==> config.mk <==
export PLATFORM = sky130hd
export DESIGN_NAME = qspi_update_seq
export DESIGN_NICKNAME = d
export VERILOG_FILES = /design/src/rtl/qspi_prog_pkg.sv /design/src/rtl/qspi_op_watchdog.sv /design/src/rtl/qspi_update_seq.sv
export SDC_FILE = /design/constraint.sdc
export NUM_CORES = 1
export LEC_CHECK = 0
export BUFFER_PORTS_ARGS = -buffer_cell sky130_fd_sc_hd__buf_4
export CAP_MARGIN = 20
export CORE_MARGIN = 8
export CORE_UTILIZATION = 62
export DETAILED_ROUTE_END_ITERATION = 12
export PLACE_DENSITY = 0.95
export SKIP_LAST_GASP = 1
export SLEW_MARGIN = 20
export SYNTH_ARGS = -nofsm -noshare
export SYNTH_HDL_FRONTEND = slang
export SYNTH_HIERARCHICAL = 1
export SYNTH_SLANG_ARGS = --single-unit
==> constraint.sdc <==
create_clock -name HCLK -period 7.3 [get_ports HCLK]
set_input_delay 0.73 -clock HCLK [delete_from_list [all_inputs] [get_ports HCLK]]
set_output_delay 0.73 -clock HCLK [all_outputs]
set_load 0.005 [all_outputs]
==> src/rtl/qspi_prog_pkg.sv <==
// Shared opcodes, error codes, FSM states and size constants for the
// QSPI flash-update sequencer.
package qspi_prog_pkg;

  localparam int unsigned ADDR_W            = 24;
  localparam int unsigned PAGE_BYTES_DFLT   = 256;
  localparam int unsigned SECTOR_BYTES_DFLT = 4096;

  localparam logic [2:0] OP_PP = 3'd1;
  localparam logic [2:0] OP_SE = 3'd2;

  typedef enum logic [2:0] {
    ERR_OK      = 3'd0,
    ERR_ALIGN   = 3'd1,
    ERR_RANGE   = 3'd2,
    ERR_ENGINE  = 3'd3,
    ERR_TIMEOUT = 3'd4,
    ERR_ABORT   = 3'd5
  } err_e;

  typedef enum logic [2:0] {
    ST_IDLE,
    ST_CHECK,
    ST_SE_ISSUE,
    ST_SE_WAIT,
    ST_PP_ISSUE,
    ST_PP_DATA,
    ST_PP_WAIT,
    ST_FINISH
  } state_e;

  // Page-program chunk: what is left, capped at the room left in the current page.
  function automatic logic [8:0] pp_chunk(input logic [23:0] remaining,
                                          input logic [8:0]  room);
    if (remaining < {15'd0, room}) return remaining[8:0];
    else                           return room;
  endfunction

endpackage

==> src/rtl/qspi_op_watchdog.sv <==
// Per-operation watchdog: loaded when an engine op starts, cleared when it ends,
// flags expiry once TIMEOUT_CYCLES have elapsed without a clear.
module qspi_op_watchdog #(
  parameter int unsigned TIMEOUT_CYCLES = 2000000
) (
  input  logic HCLK,
  input  logic HRESET,
  input  logic load,
  input  logic clear,
  output logic expired
);

  localparam int unsigned CNT_W = $clog2(TIMEOUT_CYCLES + 1);

  logic [CNT_W-1:0] cnt;
  logic             active;

  always_ff @(posedge HCLK) begin
    if (HRESET || clear) begin
      cnt    <= '0;
      active <= 1'b0;
    end else if (load) begin
      cnt    <= CNT_W'(TIMEOUT_CYCLES);
      active <= 1'b1;
    end else if (active && cnt != '0) begin
      cnt <= cnt - 1'b1;
    end
  end

  assign expired = active && (cnt == '0);

endmodule

==> src/rtl/qspi_update_seq.sv <==
// Flash-update sequencer: erases the covering sectors of a region, then streams
// the region into page-program ops split at page boundaries.
//
//   state       | meaning
//   ------------+-------------------------------------------------------
//   ST_IDLE     | waiting for cmd_start
//   ST_CHECK    | validate length, range and sector alignment
//   ST_SE_ISSUE | wait for engine idle, launch sector erase
//   ST_SE_WAIT  | erase in flight
//   ST_PP_ISSUE | wait for engine idle, launch page program
//   ST_PP_DATA  | forward source bytes to the engine
//   ST_PP_WAIT  | all bytes handed over, waiting for completion
//   ST_FINISH   | one-cycle done pulse, err_code valid
module qspi_update_seq
  import qspi_prog_pkg::*;
#(
  parameter int unsigned TIMEOUT_CYCLES = 2000000,
  parameter int unsigned PAGE_BYTES     = PAGE_BYTES_DFLT,
  parameter int unsigned SECTOR_BYTES   = SECTOR_BYTES_DFLT
) (
  input  logic        HCLK,
  input  logic        HRESET,
  input  logic        cmd_start,
  input  logic        cmd_erase,
  input  logic [23:0] cmd_addr,
  input  logic [23:0] cmd_len,
  input  logic        cmd_abort,
  input  logic [7:0]  src_data,
  input  logic        src_valid,
  output logic        src_ready,
  output logic        prog_start,
  output logic [2:0]  prog_op,
  output logic [23:0] prog_addr,
  output logic [8:0]  prog_byte_count,
  output logic [7:0]  prog_data_in,
  output logic        prog_data_valid,
  input  logic        prog_data_req,
  input  logic        prog_busy,
  input  logic        prog_done,
  input  logic        prog_error,
  output logic        busy,
  output logic        done,
  output logic [2:0]  err_code,
  output logic [23:0] cur_addr
);

  state_e      state, state_d;
  err_e        err_q, err_d;
  logic [23:0] cur_q, rem_q, rem_after;
  logic [24:0] end_q, sec_q, sec_next;
  logic        erase_q, abort_q, abort_hit;
  logic [8:0]  chunk_q, chunk_cnt, chunk_next, page_off, page_room;
  logic        start_acc, issue_se, issue_pp, se_done, pp_commit, byte_acc;
  logic        wd_expired, wd_clear;

  assign page_off   = 9'(cur_q & 24'(PAGE_BYTES - 1));
  assign page_room  = 9'(PAGE_BYTES) - page_off;
  assign chunk_next = pp_chunk(rem_q, page_room);
  assign rem_after  = rem_q - 24'(chunk_q);
  assign sec_next   = sec_q + 25'(SECTOR_BYTES);
  assign abort_hit  = abort_q || cmd_abort;
  assign byte_acc   = (state == ST_PP_DATA) && src_valid && prog_data_req;

  always_comb begin
    state_d   = state;
    err_d     = err_q;
    start_acc = 1'b0;
    issue_se  = 1'b0;
    issue_pp  = 1'b0;
    se_done   = 1'b0;
    pp_commit = 1'b0;
    case (state)
      ST_IDLE: begin
        if (cmd_start) begin
          start_acc = 1'b1;
          state_d   = ST_CHECK;
        end
      end
      ST_CHECK: begin
        if (rem_q == 24'd0) begin
          state_d = ST_FINISH;
          err_d   = ERR_OK;
        end else if (end_q > 25'h100_0000) begin
          state_d = ST_FINISH;
          err_d   = ERR_RANGE;
        end else if (erase_q && (cur_q & 24'(SECTOR_BYTES - 1)) != 24'd0) begin
          state_d = ST_FINISH;
          err_d   = ERR_ALIGN;
        end else begin
          state_d = erase_q ? ST_SE_ISSUE : ST_PP_ISSUE;
        end
      end
      ST_SE_ISSUE: begin
        if (abort_hit) begin
          state_d = ST_FINISH;
          err_d   = ERR_ABORT;
        end else if (!prog_busy) begin
          issue_se = 1'b1;
          state_d  = ST_SE_WAIT;
        end
      end
      ST_SE_WAIT: begin
        if (prog_error) begin
          state_d = ST_FINISH;
          err_d   = ERR_ENGINE;
        end else if (prog_done) begin
          se_done = 1'b1;
          state_d = (sec_next < end_q) ? ST_SE_ISSUE : ST_PP_ISSUE;
        end else if (wd_expired) begin
          state_d = ST_FINISH;
          err_d   = ERR_TIMEOUT;
        end
      end
      ST_PP_ISSUE: begin
        if (abort_hit) begin
          state_d = ST_FINISH;
          err_d   = ERR_ABORT;
        end else if (!prog_busy) begin
          issue_pp = 1'b1;
          state_d  = ST_PP_DATA;
        end
      end
      ST_PP_DATA, ST_PP_WAIT: begin
        // The engine may complete or fail before it has pulled every byte.
        if (prog_error) begin
          state_d = ST_FINISH;
          err_d   = ERR_ENGINE;
        end else if (prog_done) begin
          pp_commit = 1'b1;
          state_d   = (rem_after != 24'd0) ? ST_PP_ISSUE : ST_FINISH;
        end else if (state == ST_PP_DATA && byte_acc && chunk_cnt == 9'd1) begin
          state_d = ST_PP_WAIT;
        end else if (wd_expired) begin
          state_d = ST_FINISH;
          err_d   = ERR_TIMEOUT;
        end
      end
      ST_FINISH: state_d = ST_IDLE;
      default:   state_d = ST_IDLE;
    endcase
  end

  always_ff @(posedge HCLK) begin
    if (HRESET) state <= ST_IDLE;
    else        state <= state_d;
  end

  always_ff @(posedge HCLK) begin
    if (HRESET) begin
      cur_q           <= '0;
      rem_q           <= '0;
      end_q           <= '0;
      sec_q           <= '0;
      erase_q         <= 1'b0;
      abort_q         <= 1'b0;
      err_q           <= ERR_OK;
      chunk_q         <= '0;
      chunk_cnt       <= '0;
      prog_start      <= 1'b0;
      prog_op         <= '0;
      prog_addr       <= '0;
      prog_byte_count <= '0;
    end else begin
      prog_start <= issue_se || issue_pp;
      if (start_acc) begin
        cur_q   <= cmd_addr;
        rem_q   <= cmd_len;
        sec_q   <= {1'b0, cmd_addr};
        end_q   <= {1'b0, cmd_addr} + {1'b0, cmd_len};
        erase_q <= cmd_erase;
        err_q   <= ERR_OK;
        abort_q <= 1'b0;
      end else begin
        err_q   <= err_d;
        abort_q <= (state == ST_IDLE || state == ST_FINISH) ? 1'b0 : abort_hit;
      end
      if (issue_se) begin
        prog_op         <= OP_SE;
        prog_addr       <= sec_q[23:0];
        prog_byte_count <= 9'd0;
      end
      if (issue_pp) begin
        prog_op         <= OP_PP;
        prog_addr       <= cur_q;
        prog_byte_count <= chunk_next;
        chunk_q         <= chunk_next;
        chunk_cnt       <= chunk_next;
      end else if (byte_acc && chunk_cnt != 9'd0) begin
        chunk_cnt <= chunk_cnt - 9'd1;
      end
      if (se_done) sec_q <= sec_next;
      if (pp_commit) begin
        cur_q <= cur_q + 24'(chunk_q);
        rem_q <= rem_after;
      end
    end
  end

  assign wd_clear = se_done || pp_commit || (state_d == ST_FINISH);

  qspi_op_watchdog #(
    .TIMEOUT_CYCLES (TIMEOUT_CYCLES)
  ) u_watchdog (
    .HCLK    (HCLK),
    .HRESET  (HRESET),
    .load    (issue_se || issue_pp),
    .clear   (wd_clear),
    .expired (wd_expired)
  );

  assign busy            = (state != ST_IDLE) && (state != ST_FINISH);
  assign done            = (state == ST_FINISH);
  assign src_ready       = (state == ST_PP_DATA) && prog_data_req;
  assign prog_data_valid = byte_acc;
  assign prog_data_in    = src_data;
  assign err_code        = err_q;
  assign cur_addr        = cur_q;

endmodule

==> results of run 1 <==
through the flow:
stage / cell area (um^2) / hold WS (ps) / cells / setup slack (ps) / util, %
2_1_floorplan: 12100 / 440 / 1555 / 3440 / -
3_3_place_gp: 12900 / 443 / 1853 / 3180 / 67.2
3_5_place_dp: 12900 / 448 / 1853 / 3000 / 67.2
4_1_cts: 13500 / 460 / 1885 / 2970 / 70.1
5_1_grt: 13500 / 483 / 1885 / 2560 / 70.1
6_report: 13500 / 457 / 1886 / 2810 / 70.1
layer usage:
layer | share of wire (%) | vias to the layer above | global-route usage (%)
met2 | 46 | 747 | 51.5
met3 | 10 | 188 | 7.52
met1 | 37 | 5996 | 36.9
li1 | - | 5766 | -
met5 | 0 | - | 0
met4 | 6.0 | 0 | 19.3
where the power goes:
part	leakage, nW	switching (W)	internal [W]	total [W]
clock network	0.273	0.000440	0.000451	0.000891
logic	3.59	0.000948	0.000612	0.00156
registers	1.49	0.000209	0.00113	0.00134
state kept, by name, summed over array words and instances (netlist names):
name / count
chunk_q: 9
prog_addr: 24
u_watchdog/cnt: 21
cur_addr: 24
state: 3
erase_q: 1
err_code: 3
abort_q: 1
prog_byte_count: 9
rem_q: 24
end_q: 25
prog_op: 2
prog_start: 1
u_watchdog/active: 1
sec_q: 25
chunk_cnt: 9
kinds of logic (layout without fill, tap and decap cells):
kind of cell / after synthesis / count (layout)
adders and majority gates: 83 / 83
other: 1 / 2
AOI/OAI and AO/OA: 471 / 471
xor gates and xnor gates: 60 / 60
muxes: 13 / 13
DFF: 182 / 182
and+or+nand+nor: 581 / 581
buffers and inverters: 164 / 229
Yosys cell counts (all sizes together), types with 12 or more instances:
cell type | instances | share of area [%]
nor4 | 29 | 1.6
xnor2 | 33 | 2.4
nor3 | 49 | 2.3
inv | 64 | 2.0
nor2 | 152 | 4.7
ha | 80 | 8.3
xor2 | 27 | 2.0
clkbuf | 77 | 2.4
o21ai | 94 | 4.1
o211ai | 14 | 1.2
buf | 23 | 1.3
o22ai | 26 | 1.3
and2 | 14 | 0.73
a211oi | 40 | 2.5
or3 | 43 | 2.3
nand2b | 14 | 0.81
and3 | 21 | 1.1
a221oi | 15 | 1.2
a21oi | 145 | 6.1
dfxtp | 182 | 30
a31oi | 13 | 0.67
o31a | 12 | 0.89
o21a | 17 | 1.1
nand3 | 22 | 0.91
a21o | 12 | 0.75
nand2 | 164 | 5.1
nand4 | 12 | 0.62
cell type report:
| type | count | share of cell area [%] |
|---|---|---|
| clock buffers | 17 | 3.15 |
| flip-flops and latches | 182 | 27.0 |
| diodes | 1 | 0.0185 |
| clock inverters | 15 | 1.02 |
| inverters | 64 | 1.78 |
| multi-input cells | 1209 | 57.2 |
| repair buffers | 133 | 7.39 |
| well taps | 265 | 2.45 |
cells in the final DEF (no fill, tap or decap), drive strengths merged, types with 6 or more instances in the layout:
cell / netlist / routed
nand4: 12 / 12
nand2: 164 / 164
a2111oi: 11 / 11
nor3b: 11 / 11
nand2b: 14 / 14
o21bai: 10 / 10
ha: 80 / 80
o31a: 12 / 12
nand3: 22 / 22
nor3: 49 / 49
o22ai: 26 / 26
a311oi: 7 / 7
and2: 14 / 14
o21a: 17 / 17
mux2i: 10 / 10
o21ai: 94 / 94
a21o: 12 / 12
dfxtp: 182 / 182
a22oi: 10 / 10
nor2: 152 / 152
o31ai: 6 / 6
a221oi: 15 / 15
a21boi: 9 / 9
nor2b: 11 / 11
a211oi: 40 / 40
or4: 11 / 11
or2: 8 / 8
o211ai: 14 / 14
a31oi: 13 / 13
nor4: 29 / 29
a21oi: 145 / 145
xnor2: 33 / 33
inv: 64 / 73
or3: 43 / 43
buf: 23 / 133
xor2: 27 / 27
clkbuf: 77 / 17
and3: 21 / 21
path summary, 6_finish.rpt:
| check | startpoint | endpoint | slack, ps | cells after the start |
|---|---|---|---|---|
| worst max register to register | sec_q[12]$_SDFFE_PP0P_ | u_watchdog/cnt[1]$_SDFFE_PP0P_ | 2810 | 16 |
| worst max-delay path | sec_q[12]$_SDFFE_PP0P_ | u_watchdog/cnt[1]$_SDFFE_PP0P_ | 2810 | 16 |
| worst min-delay path | prog_byte_count[8]$_SDFFE_PP0P_ | prog_byte_count[8]$_SDFFE_PP0P_ | 460 | 2 |
| worst min register to register | prog_byte_count[8]$_SDFFE_PP0P_ | prog_byte_count[8]$_SDFFE_PP0P_ | 460 | 2 |
worst reg2reg max path, cell delays in order (launching register included):
cell,delay [ps]
dfxtp_1,420
ha_1,270
and3_1,190
and3_1,230
and3_1,300
nand3_1,130
xnor2_1,240
ha_1,290
a21oi_1,210
nand3_1,110
o211ai_1,470
nor3_1,120
nor2_1,190
o311ai_2,150
nor2_1,440
nand2_1,360
a211oi_1,290
==> out/qor.csv, run 1 <==
metric,value,unit
main combinational cell family by area after synthesis,compound AO/OA/AOI/OAI gates,
global-route usage over all layers,31.5,%
"Seq/Total Area, Yosys",30.2,%
Main synth FF type,dfxtp_1,
Final Skew,11.6,ps
wire per inst,20.8,um
Placement Rows,51,
worst slew pin tran,1090,ps
clk sinks,182,
CTS tree,built,
ys async rst share,0,%
detailed-route DRC error count,0,
Port Buffers,124,
max incr delay on CP,470,ps
Post-Syn Area,0.0121,mm^2
max-slew violations,0,
crit-path cells,"ha_1, and3_1, and3_1, and3_1, nand3_1, xnor2_1, ha_1, a21oi_1, nand3_1, o211ai_1, nor3_1, nor2_1, o311ai_2, nor2_1, nand2_1, a211oi_1",
Final Hold Viols,0,
Buf/Inv on CP,0,
VDD IR max,181,uV
Post-CTS Repair Setup Buffers,0,
outcome,"complete, no violations",
RSZ-0062 raised after global routing,false,
final-report setup violation count,0,
"Req. time, crit path",7650,ps
Placer Congestion,0.945,
clk slew on worst S/H paths,70,ps
post-route setup TNS,0,ps
Compound-Gate Fraction of Synth Area,25.7,%
adder-cell area share of the yosys netlist,8.80,%
# Max-Cap Violations,0,
Worst EP arrival,4840,ps
total wire length,39200,um
Final min period,4490,ps
Max Root-Sink Buffers,2,
P per Cell Area,281,mW/mm^2
Synth Register Bits,182,
multiplexer share of the synthesized area,1.11,%
I/O pin total,142,
CTS buffer count,17,
simple-gate portion of the synthesized area,24.1,%
H-tree depth,4,
total power,0.00379,W
first-pass GRT wire length,61800,um
Die Area,0.0242,mm^2
"critical path fanouts, max",11,
Max-slew headroom,27.0,%
clock latency on the worst-skew pair,440,ps
antenna-violating nets left,0,
Syn Area/Cell,7.75,um^2
Worst Setup Start Kind,flip-flop,
DPL Wire Length,28200,um
Initial DRT Pass Iterations,6,
worst min path class,flip-flop to flip-flop,
die width,155,um
final worst path period share,61.5,%
Post-synth EDFFs,0,
CTS Root Cell,clkbuf_16,
total grt overflow,0,
Worst setup EP type,flip-flop,
Crit path top cell by count,and3_1,
Cells after Synth,1555,
vias per cell,6.73,
Fillers,1473,
slowest CP cell,o211ai_1,
routed vias,12700,
number of global-route vias before repair,12000,
Final nets,1756,
die height,155,um
hold_buf cts,0,
CP top delay family,simple AND/OR/NAND/NOR gates,
layout cell share with drive strength beyond 1,13.6,%
fmax,223,MHz
static leakage,5.34,nW
Core ar.,0.0193,mm^2
Initial Utilization,62.6,%
Sequential cell area,0.00364,mm^2
largest net degree at the start of global routing,74,
Cell variety after synth,90,
area of the multi-input gates,0.00773,mm^2
Synthesized Nets,1704,
kind of critical path,flip-flop to flip-flop,
initial antenna violation count,0,
YS warnings,6,
Area Overhead vs Synth,12.1,%
Iter 0 DRT Violations,1538,
post-CTS resize count,0,
post-synthesis xor/xnor area fraction,4.36,%
No activity file was read; power rests on OpenSTA's default activity.
==> run 2, diff against run 1 <==
- ABC_AREA: default -> 1
- CORE_UTILIZATION: 62 -> 60
- PLACE_DENSITY: 0.95 -> 0.92
- clock period: 7.3 -> 4.4 ns (I/O delays scaled with it)
==> out/qor.csv, run 2 <==
metric,value,unit,change
outcome,"complete, no violations",,
Final Hold Viols,0,,unchanged
most frequent cells in the layout,"nand2_1 (447), inv_1 (256), nor2_1 (192)",,
worst slew pin tran,1080,ps,-13.9 ps
Cell variety after synth,55,,-39%
layout cell share with drive strength beyond 1,11.8,%,-1.8 points
Synthesized Nets,2069,,+21%
global-route usage over all layers,30.6,%,-0.91 points
"area leader, netlist",dfxtp_1,,
Placer Congestion,0.988,,+4.5%
detailed-route DRC error count,0,,unchanged
slowest CP cell,dfxtp_1,,
I/O pin total,142,,unchanged
Final Util,68.4,%,-1.7 points
hold_buf cts,0,,unchanged
Top Registers,"end_q x25, sec_q x25",,
total grt overflow,0,,unchanged
Die Area,0.0260,mm^2,+7.7%
static leakage,6.72,nW,+26%
Final nets,2154,,+23%
wire per inst,17.7,um,-15%
Area Overhead vs Synth,12.7,%,
Worst Setup Start Kind,flip-flop,,
CTS Root Cell,clkbuf_16,,
Core ar.,0.0209,mm^2,+8.4%
Post-Syn Area,0.0127,mm^2,+5.1%
P per Cell Area,578,mW/mm^2,+110%
fmax,257,MHz,+15%
top-area cell type share of the netlist area,28.8,%,-1.5 points
"Req. time, crit path",4760,ps,-2890 ps
Post-synth EDFFs,0,,unchanged
post-route setup TNS,0,ps,unchanged
most frequent cell after synthesis,nand2_1,,
Synth Register Bits,182,,unchanged
initial antenna violation count,0,,unchanged
Final min period,3900,ps,-592 ps
die width,161,um,+3.8%
kind of critical path,flip-flop to flip-flop,,
CTS tree,built,,
die height,161,um,+3.8%
clk slew on worst S/H paths,70,ps,about the same
Iter 0 DRT Violations,1452,,-5.6%
clock latency on the worst-skew pair,430,ps,about the same
synth cell count leaders,"nand2_1 (447), inv_1 (257), nor2_1 (194)",,
final-report setup violation count,0,,unchanged
ANT cells,0,,-1
"Worst Setup Slack, final",503,ps,-2310 ps
Crit path top cell by count,nand2_1,,
RSZ-0062 raised after global routing,false,,
vias per cell,5.94,,-12%
"critical path fanouts, max",11,,unchanged
antenna-violating nets left,0,,unchanged
CTS buffer count,17,,unchanged
routed vias,13600,,+7.3%
Worst setup EP type,flip-flop,,
DPL Wire Length,30800,um,+9.0%
Main synth FF type,dfxtp_1,,
Port Buffers,124,,unchanged
VDD IR max,310,uV,+71%
clk sinks,182,,unchanged
Placement Rows,53,,+3.9%
first-pass GRT wire length,65600,um,+6.2%
Final Skew,12.0,ps,+0.404 ps
# Max-Cap Violations,0,,unchanged
Syn Area/Cell,6.60,um^2,-15%
total power,0.00825,W,+120%
Max Root-Sink Buffers,2,,unchanged
max incr delay on CP,360,ps,-110 ps
CP top delay family,simple AND/OR/NAND/NOR gates,,
H-tree depth,4,,unchanged
ranking of synthesized cells by area,"dfxtp_1 (29%), nand2_1 (13%), ha_1 (7.9%), inv_1 (7.6%), nor2_1 (5.7%)",,
worst min path class,input port to flip-flop,,
Buf/Inv on CP,2,,+2
Cells after Synth,1920,,+23%
"most common cell after layout, fill and taps aside",nand2_1,,
Initial Utilization,60.6,%,-1.9 points
ys async rst share,0,%,unchanged
YS warnings,6,,unchanged
total wire length,40500,um,+3.2%
setup slack at placement,516,ps,-2480 ps
Initial DRT Pass Iterations,8,,+2
Worst EP arrival,4260,ps,-580 ps
final worst path period share,88.6,%,+27 points
largest net degree at the start of global routing,69,,-6.8%
Max-slew headroom,28.1,%,+1.1 points
max-slew violations,0,,unchanged
number of global-route vias before repair,13100,,+9.6%
"Seq/Total Area, Yosys",28.8,%,-1.5 points
[run 2: cell count changes in the layout (fill, tap and decap cells not counted), moves of 14 or more]
cell	delta
and3_1	-21
nand3_1	+85
nor2_1	+41
nor4_1	-15
a31oi_1	+15
a221oi_1	+16
xnor2_1	-20
or3_1	-40
a211oi_1	-37
inv_1	+192
nor2_2	+14
nand2_1	+285
nand4_1	+19
[run 2: logic make-up after synthesis]
group	synth area share, %
AO/OA/AOI/OAI	17.6
AND/OR/NAND/NOR	30.9
flip-flops	28.8
buffers and inverters	10.8
adder cells (fa/ha/maj)	8.38
XOR/XNOR	3.53
other	0.0296
[run 2: metrics by stage]
step | hold WS (ps) | std cells | area [um^2]
finish | 255 | 2291 | 14300
CTS | 251 | 2291 | 14300
floorplan | 443 | 1920 | 12700
detailed placement | 464 | 2261 | 13700
global route | 243 | 2291 | 14300
global placement | 452 | 2261 | 13700
[run 2: worst paths after layout]
check	slack (ps)	endpoint	start	cells after the start
worst min-delay path	250	erase_q$_SDFFE_PP0P_	cmd_erase	3
worst max register to register	500	u_watchdog/cnt[6]$_SDFFE_PP0P_	sec_q[12]$_SDFFE_PP0P_	25
worst max-delay path	500	u_watchdog/cnt[6]$_SDFFE_PP0P_	sec_q[12]$_SDFFE_PP0P_	25
worst min register to register	470	prog_byte_count[6]$_SDFFE_PP0P_	prog_byte_count[6]$_SDFFE_PP0P_	2
[run 2: per-layer routing]
metal	vias to the layer above	global-route usage [%]	wire length (um)
met4	0	17.0	2020
met1	6243	37.9	16300
met3	126	6.24	3700
met2	732	49.1	18400
li1	6517	-	-
met5	-	0	0
[run 2: final cells by class]
class,instances,area (um^2)
Multi-Input combinational cell,1398,7660
Fill cell,1771,6610
Sequential cell,182,3640
Inverter,271,1020
Timing Repair Buffer,135,1010
Clock buffer,18,429
Tap cell,275,344
Clock inverter,12,168
[run 2: what timing repair did]
| item | in CTS | in global routing |
|---|---|---|
| resized for setup | 0 | 2 |
| buffers inserted | 0 | 0 |
| setup endpoints to repair | 0 | 11 |
[run 2: tightest hold or removal path, stage by stage]
cell and delay, ps:
buf_4 90, nand3_1 70, nand2_1 60
[run 2: power by group]
part           switching [W]  internal, W  leakage [nW]  total [W]
Combinational        0.00282      0.00149          4.95    0.00432
Sequential          0.000359      0.00196          1.48    0.00232
Clock               0.000715     0.000901         0.288    0.00162
Total                0.00390      0.00435          6.72    0.00825
==> run 3, diff against run 2 <==
- CAP_MARGIN: 20 -> 40
- CORE_UTILIZATION: 60 -> 54
- PLACE_DENSITY: 0.92 -> 0.88
- clock period: 4.4 -> 3.55 ns (I/O delays scaled with it)
==> out/qor.csv, run 3 (synthesis gave the netlist of run 2 again) <==
metric,value,unit,change
outcome,"finished, violations left",,
failing checks,negative setup slack,,
CTS Root Cell,clkbuf_16,,
vias per cell,5.85,,-1.7%
first-pass GRT wire length,66600,um,+1.5%
met1 wire length,17200,um,+5.5%
Initial Utilization,54.4,%,-6.2 points
Final nets,2175,,+0.97%
antenna-violating nets left,0,,unchanged
area of the multi-input gates,0.00775,mm^2,+1.1%
total grt overflow,0,,unchanged
die height,169,um,+4.9%
number of global-route vias before repair,13000,,-0.67%
max layer used,met4,,
"most common cell after layout, fill and taps aside",nand2_1,,
Port Buffers,124,,unchanged
static leakage,6.84,nW,+1.7%
CP top delay family,simple AND/OR/NAND/NOR gates,,
clk sinks,182,,unchanged
Seq pwr share,27.9,%,-0.2 points
final-report setup violation count,15,,+15
layout cell share with drive strength beyond 1,13.9,%,+2.1 points
initial antenna violation count,0,,unchanged
Clk network pwr share,18.4,%,-1.2 points
ANT cells,0,,unchanged
worst slew pin tran,804,ps,-273 ps
clk slew on worst S/H paths,80,ps,about the same
Placer Congestion,0.964,,-2.4%
Placement Rows,56,,+5.7%
Iter 0 DRT Violations,1369,,-5.7%
Area Overhead vs Synth,15.0,%,
P per Cell Area,706,mW/mm^2,+22%
H-tree depth,4,,unchanged
crit-path cells,"ha_4, nand4_1, nor2_2, nand2_1, nor2_2, nand2_2, nor3_4, xor2_1, ha_1, a21oi_1, o21ai_1, a21oi_1, nand4_1, buf_4, o211ai_1, nand2_1, nand3_1, nand2_1, nor2_2, inv_2, nor2_4, buf_6, o21ai_2, a21oi_1",,
wire per inst,17.7,um,+0.42%
worst min path class,input port to flip-flop,,
I/O pin total,142,,unchanged
Core ar.,0.0233,mm^2,+11%
Fillers,2143,,+21%
CTS tree,built,,
CTS buffer count,17,,unchanged
DPL Wire Length,31500,um,+2.3%
Buf/Inv on CP,3,,+1
Worst EP arrival,4120,ps,-140 ps
max-slew violations,0,,unchanged
switching share of power,48.5,%,+1.2 points
Crit. Startpoint,sec_q[12]$_SDFFE_PP0P_,,
slowest CP cell,dfxtp_2,,
# Max-Cap Violations,0,,unchanged
RSZ-0062 raised after global routing,true,,
met2 wire len,19100,um,+3.8%
Max Root-Sink Buffers,2,,unchanged
Sequential cell area,0.00365,mm^2,about the same
Die Area,0.0286,mm^2,+10%
Final Skew,19.5,ps,+7.52 ps
Initial DRT Pass Iterations,6,,-2
Final Util,62.6,%,-5.7 points
detailed-route DRC error count,0,,unchanged
VDD IR max,364,uV,+17%
hold_buf cts,0,,unchanged
Top Registers,"end_q x25, sec_q x25",,
Post-Layout Inst Area,0.0146,mm^2,+2.0%
"critical path fanouts, max",3,,-8
Logic pwr share,53.7,%,+1.4 points
Area after DPL,0.0138,mm^2,+1.2%
die width,169,um,+4.9%
"Worst Setup Slack, final",-184,ps,-687 ps
Max-slew headroom,46.4,%,+18 points
kind of critical path,flip-flop to flip-flop,,
Final min period,3730,ps,-163 ps
Internal Pwr Total,0.00529,W,+22%
global-route usage over all layers,28.5,%,-2.1 points
Worst setup EP type,flip-flop,,
fmax,268,MHz,+4.4%
total wire length,41800,um,+3.4%
max incr delay on CP,360,ps,about the same
P_sw,0.00498,W,+28%
r2r startpoint,sec_q[12]$_SDFFE_PP0P_,,
most frequent cells in the layout,"nand2_1 (441), inv_1 (255), nor2_1 (188)",,
Final Hold Viols,0,,unchanged
Worst Setup Start Kind,flip-flop,,
min-delay src,cmd_erase,,
largest net degree at the start of global routing,71,,+2.9%
Met3 Routed Length,3410,um,-8.0%
clock latency on the worst-skew pair,450,ps,+20 ps
final worst path period share,105,%,+17 points
routed vias,13800,,+1.2%
"Req. time, crit path",3940,ps,-820 ps
-- run 3: changes by cell type in the layout (fill, tap and decap cells not counted), moves of 3 or more --
cell,before,now
buf_4,135,154
bufinv_16,3,0
nand2_1,447,441
nand2_2,7,13
nor2_1,192,188
o21ai_0,95,92
-- run 3: cell type report --
cell class | instances | share of cell area, %
Clock buffer | 18 | 3.01
Clock inverter | 14 | 0.910
Inverter | 271 | 7.02
Multi-Input combinational cell | 1398 | 53.2
Sequential cell | 182 | 25.0
Tap cell | 319 | 2.74
Timing Repair Buffer | 156 | 8.09
-- run 3: power by group through the flow --
stage | Combinational, W | Sequential [W] | Clock, W
after detailed placement | 0.00526 | 0.00289 | 0
after global routing | 0.00615 | 0.00291 | 0.00198
after global placement | 0.00513 | 0.00287 | 0
after floorplan | 0.00399 | 0.00275 | 0
final | 0.00552 | 0.00287 | 0.00189
after CTS | 0.00532 | 0.00284 | 0.00189
-- run 3: tightest hold or removal path: cells and delay by family --
kind	cells	cell delay (ps)
simple gates	2	120
buf+inv	1	80
-- run 3: metal layers --
layer  vias up  global-route usage [%]
met4         0                    15.0
met3       135                    4.54
met5         -                       0
met2       663                    46.7
met1      6430                    35.7
li1       6555                       -
-- run 3: per-stage QoR --
| step | setup TNS (ps) | instances | hold slack, ps | setup slack, ps | power, W |
|---|---|---|---|---|---|
| after global routing | -6020 | 2358 | 159 | -385 | 0.0110 |
| after CTS | 0 | 2351 | 149 | 4.61 | 0.0101 |
| after floorplan | 0 | 1920 | 443 | 31.9 | 0.00674 |
| after global placement | -64.2 | 2319 | 452 | -12.4 | 0.00800 |
| final | -1900 | 2358 | 154 | -184 | 0.0103 |
| after detailed placement | -1630 | 2319 | 457 | -178 | 0.00815 |
-- run 3: worst paths after layout --
path	endpoint	slack, ps	cells after the start
max	u_watchdog/cnt[1]$_SDFFE_PP0P_	-180	24
min	erase_q$_SDFFE_PP0P_	150	3
max reg2reg	u_watchdog/cnt[1]$_SDFFE_PP0P_	-180	24
min reg2reg	prog_byte_count[6]$_SDFFE_PP0P_	470	2
-- run 3: timing repair --
action / in CTS / in global routing
endpoints found under the setup margin: 14 / 22
buffers inserted: 0 / 8
gates resized for setup: 4 / 29
pin swaps: 0 / 24
